`config.mk`:
```
export PLATFORM = sky130hd
export DESIGN_NAME = alu_pipe
export DESIGN_NICKNAME = d
export VERILOG_FILES = /design/src/rtl/alu_pipe.sv
export SDC_FILE = /design/constraint.sdc
export NUM_CORES = 1
export LEC_CHECK = 0
export ABC_AREA = 0
export ABC_CLOCK_PERIOD_IN_PS = 6400
export BUFFER_PORTS_ARGS = -buffer_cell sky130_fd_sc_hd__clkbuf_2
export CAP_MARGIN = 20
export CORE_ASPECT_RATIO = 0.7
export CORE_MARGIN = 3
export CORE_UTILIZATION = 48
export DETAILED_ROUTE_END_ITERATION = 7
export PLACE_DENSITY = 0.67
export SETUP_SLACK_MARGIN = 0.1
export SYNTH_ARGS = -nofsm -noshare
export SYNTH_HDL_FRONTEND = slang
export SYNTH_SLANG_ARGS = --single-unit
```
`constraint.sdc`:
```
create_clock -name clk -period 6.4 [get_ports clk]
set_clock_uncertainty 0.1 [all_clocks]
set_input_delay 0.64 -clock clk [delete_from_list [all_inputs] [get_ports clk]]
set_output_delay 0.64 -clock clk [all_outputs]
set_load 0.05 [all_outputs]
```
`src/rtl/alu_pipe.sv`:
```
// alu_pipe: two-stage pipelined ALU with valid/ready handshakes on both sides.
// Stage 1 registers the operands and opcode. Stage 2 computes and registers
// the result and flags. An internal carry flag (cf) feeds carry, borrow and
// rotate ops, so multi-word arithmetic can be streamed through the block.
// Optional build macro ALU_PIPE_OVF_EN adds a registered signed-overflow
// output (ovf).
module alu_pipe #(
    parameter int WIDTH = 8
) (
    input  logic             clk,
    input  logic             reset,
    input  logic             in_valid,
    output logic             in_ready,
    input  logic [WIDTH-1:0] a,
    input  logic [WIDTH-1:0] b,
    input  logic [3:0]       ctl,
    input  logic             flag_clr,
    output logic             out_valid,
    input  logic             out_ready,
    output logic [WIDTH-1:0] result,
    output logic             carry,
    output logic             zero,
    output logic             neg,
    output logic             err
`ifdef ALU_PIPE_OVF_EN
    ,
    output logic             ovf
`endif
);

    localparam logic [3:0] OP_SEL   = 4'd0;
    localparam logic [3:0] OP_INC   = 4'd1;
    localparam logic [3:0] OP_DEC   = 4'd2;
    localparam logic [3:0] OP_ADD   = 4'd3;
    localparam logic [3:0] OP_ADD_C = 4'd4;
    localparam logic [3:0] OP_SUB   = 4'd5;
    localparam logic [3:0] OP_SUB_B = 4'd6;
    localparam logic [3:0] OP_AND   = 4'd7;
    localparam logic [3:0] OP_OR    = 4'd8;
    localparam logic [3:0] OP_XOR   = 4'd9;
    localparam logic [3:0] OP_SHL   = 4'd10;
    localparam logic [3:0] OP_SHR   = 4'd11;
    localparam logic [3:0] OP_ROL   = 4'd12;
    localparam logic [3:0] OP_ROR   = 4'd13;

    logic             s1_valid_q;
    logic [WIDTH-1:0] s1_a_q;
    logic [WIDTH-1:0] s1_b_q;
    logic [3:0]       s1_ctl_q;

    logic             out_valid_q;
    logic [WIDTH-1:0] result_q;
    logic             carry_q;
    logic             zero_q;
    logic             neg_q;
    logic             err_q;
    logic             cf_q;

    logic             s2_adv;
    logic             cf_in;
    logic [WIDTH:0]   a_x;
    logic [WIDTH:0]   b_x;
    logic [WIDTH:0]   cin_x;
    logic [WIDTH:0]   one_x;
    logic [WIDTH:0]   wide;
    logic             op_err;
    logic [WIDTH-1:0] result_d;
    logic             carry_d;
    logic             zero_d;
    logic             neg_d;

    assign s2_adv   = s1_valid_q & (~out_valid_q | out_ready);
    assign in_ready = ~s1_valid_q | s2_adv;

    // A flag_clr on the same edge as an S2 entry must already be seen by that op.
    assign cf_in = cf_q & ~flag_clr;

    // Stage 1: accept a new op whenever the slot is free or draining this cycle.
    always_ff @(posedge clk or posedge reset) begin
        if (reset) begin
            s1_valid_q <= 1'b0;
            s1_a_q     <= '0;
            s1_b_q     <= '0;
            s1_ctl_q   <= '0;
        end else if (in_ready) begin
            s1_valid_q <= in_valid;
            if (in_valid) begin
                s1_a_q   <= a;
                s1_b_q   <= b;
                s1_ctl_q <= ctl;
            end
        end
    end

    // Stage 2 datapath: everything is computed one bit wider so bit WIDTH is the carry/borrow.
    always_comb begin
        a_x    = {1'b0, s1_a_q};
        b_x    = {1'b0, s1_b_q};
        cin_x  = {{WIDTH{1'b0}}, cf_in};
        one_x  = {{WIDTH{1'b0}}, 1'b1};
        wide   = '0;
        op_err = 1'b0;
        case (s1_ctl_q)
            OP_SEL:   wide = b_x;
            OP_INC:   wide = b_x + one_x;
            OP_DEC:   wide = b_x - one_x;
            OP_ADD:   wide = a_x + b_x;
            OP_ADD_C: wide = a_x + b_x + cin_x;
            OP_SUB:   wide = a_x - b_x;
            OP_SUB_B: wide = a_x - b_x - cin_x;
            OP_AND:   wide = {1'b0, s1_a_q & s1_b_q};
            OP_OR:    wide = {1'b0, s1_a_q | s1_b_q};
            OP_XOR:   wide = {1'b0, s1_a_q ^ s1_b_q};
            OP_SHL:   wide = {s1_a_q, 1'b0};
            OP_SHR:   wide = {s1_a_q[0], 1'b0, s1_a_q[WIDTH-1:1]};
            OP_ROL:   wide = {s1_a_q, cf_in};
            OP_ROR:   wide = {s1_a_q[0], cf_in, s1_a_q[WIDTH-1:1]};
            default:  op_err = 1'b1;
        endcase
        result_d = wide[WIDTH-1:0];
        carry_d  = op_err ? cf_in : wide[WIDTH];
        zero_d   = ~op_err & (result_d == '0);
        neg_d    = result_d[WIDTH-1];
    end

    // Stage 2 registers: load on advance, otherwise hold until the consumer takes the result.
    always_ff @(posedge clk or posedge reset) begin
        if (reset) begin
            out_valid_q <= 1'b0;
            result_q    <= '0;
            carry_q     <= 1'b0;
            zero_q      <= 1'b0;
            neg_q       <= 1'b0;
            err_q       <= 1'b0;
        end else if (s2_adv) begin
            out_valid_q <= 1'b1;
            result_q    <= result_d;
            carry_q     <= carry_d;
            zero_q      <= zero_d;
            neg_q       <= neg_d;
            err_q       <= op_err;
        end else if (out_ready) begin
            out_valid_q <= 1'b0;
        end
    end

    // Carry flag: takes the carry of each valid op entering S2; invalid ops leave it alone.
    always_ff @(posedge clk or posedge reset) begin
        if (reset) begin
            cf_q <= 1'b0;
        end else if (s2_adv && !op_err) begin
            cf_q <= carry_d;
        end else if (flag_clr) begin
            cf_q <= 1'b0;
        end
    end

`ifdef ALU_PIPE_OVF_EN
    logic ovf_d;
    logic ovf_q;

    // Signed overflow: operands of matching sign (add) or differing sign (sub) yielding a flipped sign.
    always_comb begin
        ovf_d = 1'b0;
        case (s1_ctl_q)
            OP_INC:             ovf_d = ~s1_b_q[WIDTH-1] & result_d[WIDTH-1];
            OP_DEC:             ovf_d = s1_b_q[WIDTH-1] & ~result_d[WIDTH-1];
            OP_ADD, OP_ADD_C:   ovf_d = (s1_a_q[WIDTH-1] == s1_b_q[WIDTH-1]) &
                                        (result_d[WIDTH-1] != s1_a_q[WIDTH-1]);
            OP_SUB, OP_SUB_B:   ovf_d = (s1_a_q[WIDTH-1] != s1_b_q[WIDTH-1]) &
                                        (result_d[WIDTH-1] != s1_a_q[WIDTH-1]);
            default:            ovf_d = 1'b0;
        endcase
    end

    // Overflow register shares the stage-2 load/hold timing.
    always_ff @(posedge clk or posedge reset) begin
        if (reset) begin
            ovf_q <= 1'b0;
        end else if (s2_adv) begin
            ovf_q <= ovf_d;
        end
    end

    assign ovf = ovf_q;
`endif

    assign out_valid = out_valid_q;
    assign result    = result_q;
    assign carry     = carry_q;
    assign zero      = zero_q;
    assign neg       = neg_q;
    assign err       = err_q;

endmodule
```
### Word level (Yosys, flattened, before mapping)

Cells that the tools add are included.
Widths: inputs -> output; s select.

| storage, ports and cells | value |
|---|---|
| register bits after elaboration | 35 |
| input port bits | 25 |
| output and inout bits | 14 |
| word-level logic and storage cells | 55 |

| cells by class | value |
|---|---|
| add/sub/neg operators | 6 |
| equality and inequality tests | 13 |
| muxes and demuxes | 7 |
| bitwise logic cells | 11 |
| reduce and logical (&&, ||, !) cells | 7 |

Operators by type and width:

| kind | number |
|---|---|
| $pmux 9 s14 | 1 |
| $eq 4x4->1 const B | 6 |
| $eq 4x3->1 const B | 4 |
| $reduce_or 14->1 | 1 |
| $add 8x1->9 const B | 1 |
| $add 8x8->9 | 1 |
| $add 9x1->9 | 1 |
| $sub 8x1->9 const B | 1 |
| $sub 8x8->9 | 1 |
| $sub 9x1->9 | 1 |
| $and 8x8->8 | 1 |
| $eq 4x2->1 const B | 2 |
| $logic_not 8->1 | 1 |
| $or 8x8->8 | 1 |
| $xor 8x8->8 | 1 |
| $mux 1 | 6 |
| $eq 4x1->1 const B | 1 |
| $logic_not 4->1 | 1 |
| $reduce_bool 2->1 | 2 |
| $and 1x1->1 | 3 |
| $not 1->1 | 3 |
| $or 1x1->1 | 2 |
| $reduce_and 2->1 | 1 |
| $logic_and 1x1->1 | 1 |

### Depth between registers and ports, before layout

| depth | value |
|---|---|
| depth after elaboration | 6 |
| mapped depth | 14 |
| depth with buffers taken out | 12 |

### Worst setup path after synthesis

OpenSTA, ideal clock, no wires.

| timing | value |
|---|---|
| path kind | reg2reg |
| from | register s1_ctl_q[0] |
| to | register zero_q, in the netlist zero |
| setup time | 0.104 ns |
| data arrival time | 3.405 ns |
| required time | 6.196 ns |
| slack | 2.791 ns |
| stages on the path, launching flop included | 15 |
| path buffers | 3 |
| period minus slack after synthesis | 3.609 ns |
| cell sequence | dfrtp_1 buf_6 buf_2 clkbuf_1 nand2b_1 nor3_1 ha_1 a211oi_1 o21ai_0 nand3b_1 nand2_2 nor3_2 o221ai_1 or3_1 o41ai_2 |

| on the way | value |
|---|---|
| word-level cells in the longest chain between the ends | 4 |
| elaborated cells on any way between the ends | 18 |
| classes of those cells | eq/ne: 13; mux: 1; bitwise: 1; reduce/logical: 3 |

RTL lines:

| item | line | RTL |
|---|---|---|
| from (decl) | 49 | `logic [3:0] s1_ctl_q;` |
| from (signal assigned) | 90 | `s1_ctl_q <= ctl;` |
| $eq 4x4->1 (tied with other cells) | 103 | `case (s1_ctl_q)` |
| $pmux 9 s14 | 103 |  |
| $logic_not 8->1 | 122 | `zero_d = ~op_err & (result_d == '0);` |
| $and 1x1->1 * | 122 |  |
| to (signal assigned) | 139 | `zero_q <= zero_d;` |
| to (decl) | 54 | `logic zero_q;` |

Mark *: on every way between the ends. The rest lies on a longest branch, timed or not.
A chain may end at the register's enable or synchronous reset.

### Final worst setup path

| timing | value |
|---|---|
| from | register s1_ctl_q[1] |
| to | register zero_q, in the netlist zero |

The elaborated chain is that of the path after synthesis.

==> run_results.csv <==
group,metric,value,unit
timing,slew-limit-headroom,35.5,%
synth,synthArstFlopShare,100,%
synth,yosys.area.top_type,"dfrtp_1",
die,core.rowCount,26,
timing,finalHoldViolations,0,
global_routing,antenna_found_initial,0,
detailed_routing,drt_first_pass_iters,5,
pwr,p_int,0.747,mW
finish,antenna_cells,0,
critical_path,critPathLaunch,"s1_ctl_q[1]",
detailed_routing,vias_per_cell,6.27,
pwr,pwr_density_cell,343,nW/µm²
pwr,switchingPower,0.710,mW
cts,holdBufCountCts,0,
pwr,p_clk_share,16.9,%
timing,rsz0062_at_grt,"no",
synth,synth_compound_area_share,20.8,%
pwr,combinationalPowerShare,60.0,%
detailed_routing,first_iter_violations,479,
synth,yosysWarningCount,0,
timing,report.final.slew_viol_count,0,
detailed_routing,wl_per_cell,19.5,µm
cts,clk_pin_slew,0.06,ns
finish,layout_common_cells,"38 x clkbuf_2, 35 x ha_1, 34 x nand2_1, 34 x dfrtp_1",
detailed_routing,postRouteAntennaNets,0,
placed_design,dp.final_hpwl,8560,µm
die,design.die.area,9290,µm²
die,die_h,81.6,µm
synth,synth_top_area_share,21.7,%
cts,cts_setup_buffers,0,
die,fp.dieW,114,µm
synth,avgSynthCellArea,8.98,µm²
synth,synth_top_family_by_area,"simple AND/OR/NAND/NOR gates",
critical_path,crit_required,6.48,ns
synth,synth_fa_ha_area_share,12.7,%
synth,synthTopCellsByArea,"dfrtp_1 22%, ha_1 11%, mux2_2 7.5%",
cts,cts.sinks,34,
cts,insertion_delay,0.29,ns
detailed_routing,vias,3503,
synth,synthMuxAreaShare,9.81,%
critical_path,start_kind,"flop",
timing,setup_ws,2.29,ns
run,maxCapViolCount,0,
finish,area_growth,8.63,%
finish,nets,523,
cts,cts_buffers,5,
synth,synth_cell_type_count,95,
critical_path,r2r_start,"s1_ctl_q[1]",
placed_design,dp_slack,2.30,ns
pwr,p_sw_share,48.7,%
synth,synthSimpleGateAreaFrac,22.3,%
synth,ys_seq_area_share,21.7,%
pwr,peakVddDrop,0.253,mV
critical_path,endpoint_kind,"flop",
synth,synth_ff_type,"dfrtp_1",
critical_path,worstSetupPathType,"reg2reg",
global_routing,grt_start_max_net_pins,37,
die,ios,39,
critical_path,cp_max_fo,24,
timing,fmax,0.244,GHz
critical_path,critPathArrivalTime,4.19,ns
global_routing,grtUsageTotal,24.3,%
timing,period_minus_slack,4.11,ns
placed_design,port_buffers,38,
hold_path,hold_class,"in2async",
timing,setup_tns,0,ns
detailed_routing,wirelength,10900,µm
synth,syn_nets,499,
cts,h-tree-depth,2,
synth,netlist_area,3920,µm²
finish,drive_gt1_share,23.6,%
pwr,p_leak,1.87,nW
cts,cts_tree,"yes",
synth,synthCells,436,
die,core_area,7610,µm²
critical_path,r2r_cells,11,
status,status,"finished, final reports clean",
cts,ctsRootBufferMaster,"clkbuf_16",
global_routing,grt_pass1_vias,3176,
cts,cts_buffer_depth,2,
global_routing,grt_pass1_wl,17300,µm
timing,fin_crit_sh,64.1,%
global_routing,gr-total-overflow,0,
finish,layout_commonest_cell,"clkbuf_2",
placed_design,gp_congestion,0.989,
synth,ys_seq_elements,34,
pwr,seqPwrFrac,23.1,%
synth,synth_xor_area_share,6.71,%
cts,cts_resized,0,
synth,synth_edf_count,0,
timing,finalSetupViolCount,0,
die,start_util,51.4,%
timing,worstMarginPinSlew,0.960,ns
detailed_routing,drcViolationCount,0,
## final timing paths
kind                             end  slack [ns]
max in group asynchronous      carry        5.56
min in group clk           result[0]        0.38
hold / removal             s1_b_q[3]        0.32
hold reg to reg            result[0]        0.38
setup / recovery                zero        2.29
setup reg to reg                zero        2.29
## final cells by class
type	count	area (µm²)
Clock buffer	7	143
Clock inverter	1	5.00
Timing Repair Buffer	40	205
Multi-Input combinational cell	354	2830
Fill cell	706	3360
Sequential cell	34	851
Tap cell	98	123
Inverter	25	93.8
## state kept, by name, indices dropped and copies added (netlist names)
signal,count
s1_a_q,8
s1_b_q,8
out_valid,1
zero,1
err,1
carry,1
result,8
s1_ctl_q,4
cf_q,1
s1_valid_q,1
## critical path, cell delays in order (launching register included)
cell,delay [ns]
dfrtp_1,0.91
nand2b_1,0.15
nor3_1,0.76
ha_1,0.43
a211oi_1,0.31
o21ai_0,0.15
nand3b_1,0.12
nand2_2,0.07
nor3_2,0.13
o221ai_1,0.14
or3_1,0.40
o41ai_2,0.32
## cell usage after synthesis, types with 4 or more instances
library cell	count
o211ai_1	7
and2_1	6
clkbuf_1	7
nor4_1	4
nand2b_1	10
a211oi_1	6
buf_4	4
dfrtp_1	34
nand4_1	6
inv_1	24
nor2b_1	6
mux2i_1	8
a21oi_1	15
or3_1	4
nor2_1	26
nor2_2	4
mux2_2	26
o21ai_0	18
nand3b_1	4
xnor2_1	12
and3_1	4
o221ai_1	4
nand3_1	10
xor2_1	8
nor3_1	11
buf_2	8
nand2_1	34
ha_1	35
## power by group through the flow
stage	Combinational (mW)	Clock [mW]	Sequential, mW
after floorplan	0.616	0	0.401
after global placement	0.851	0	0.337
after detailed placement	0.861	0	0.339
after CTS	0.864	0.250	0.336
after global routing	0.948	0.261	0.344
final	0.874	0.246	0.337
## through the flow
stage	cells	cell area, µm²	hold WS (ns)	power (mW)	util, %
after global routing	559	4250	0.382	1.55	55.9
after floorplan	436	3920	0.371	1.02	-
after global placement	551	4110	0.361	1.19	53.9
after CTS	559	4250	0.342	1.45	55.9
final	559	4250	0.321	1.46	55.9
after detailed placement	551	4110	0.371	1.20	53.9
## per-layer routing
layer	GRT usage [%]	up-vias	part of all wire (%)
met1	35.0	1684	48
met3	7.66	22	10
met5	0	-	0
met2	34.5	156	40
li1	-	1641	-
met4	7.47	0	1.8
## cells by family after synthesis
group           Yosys count
mux                      35
simple gates            155
buf+inv                  48
fa+ha+maj                38
flops                    34
compound gates          102
xor+xnor                 24
Note: power is estimated with default switching activity, not from simulation.
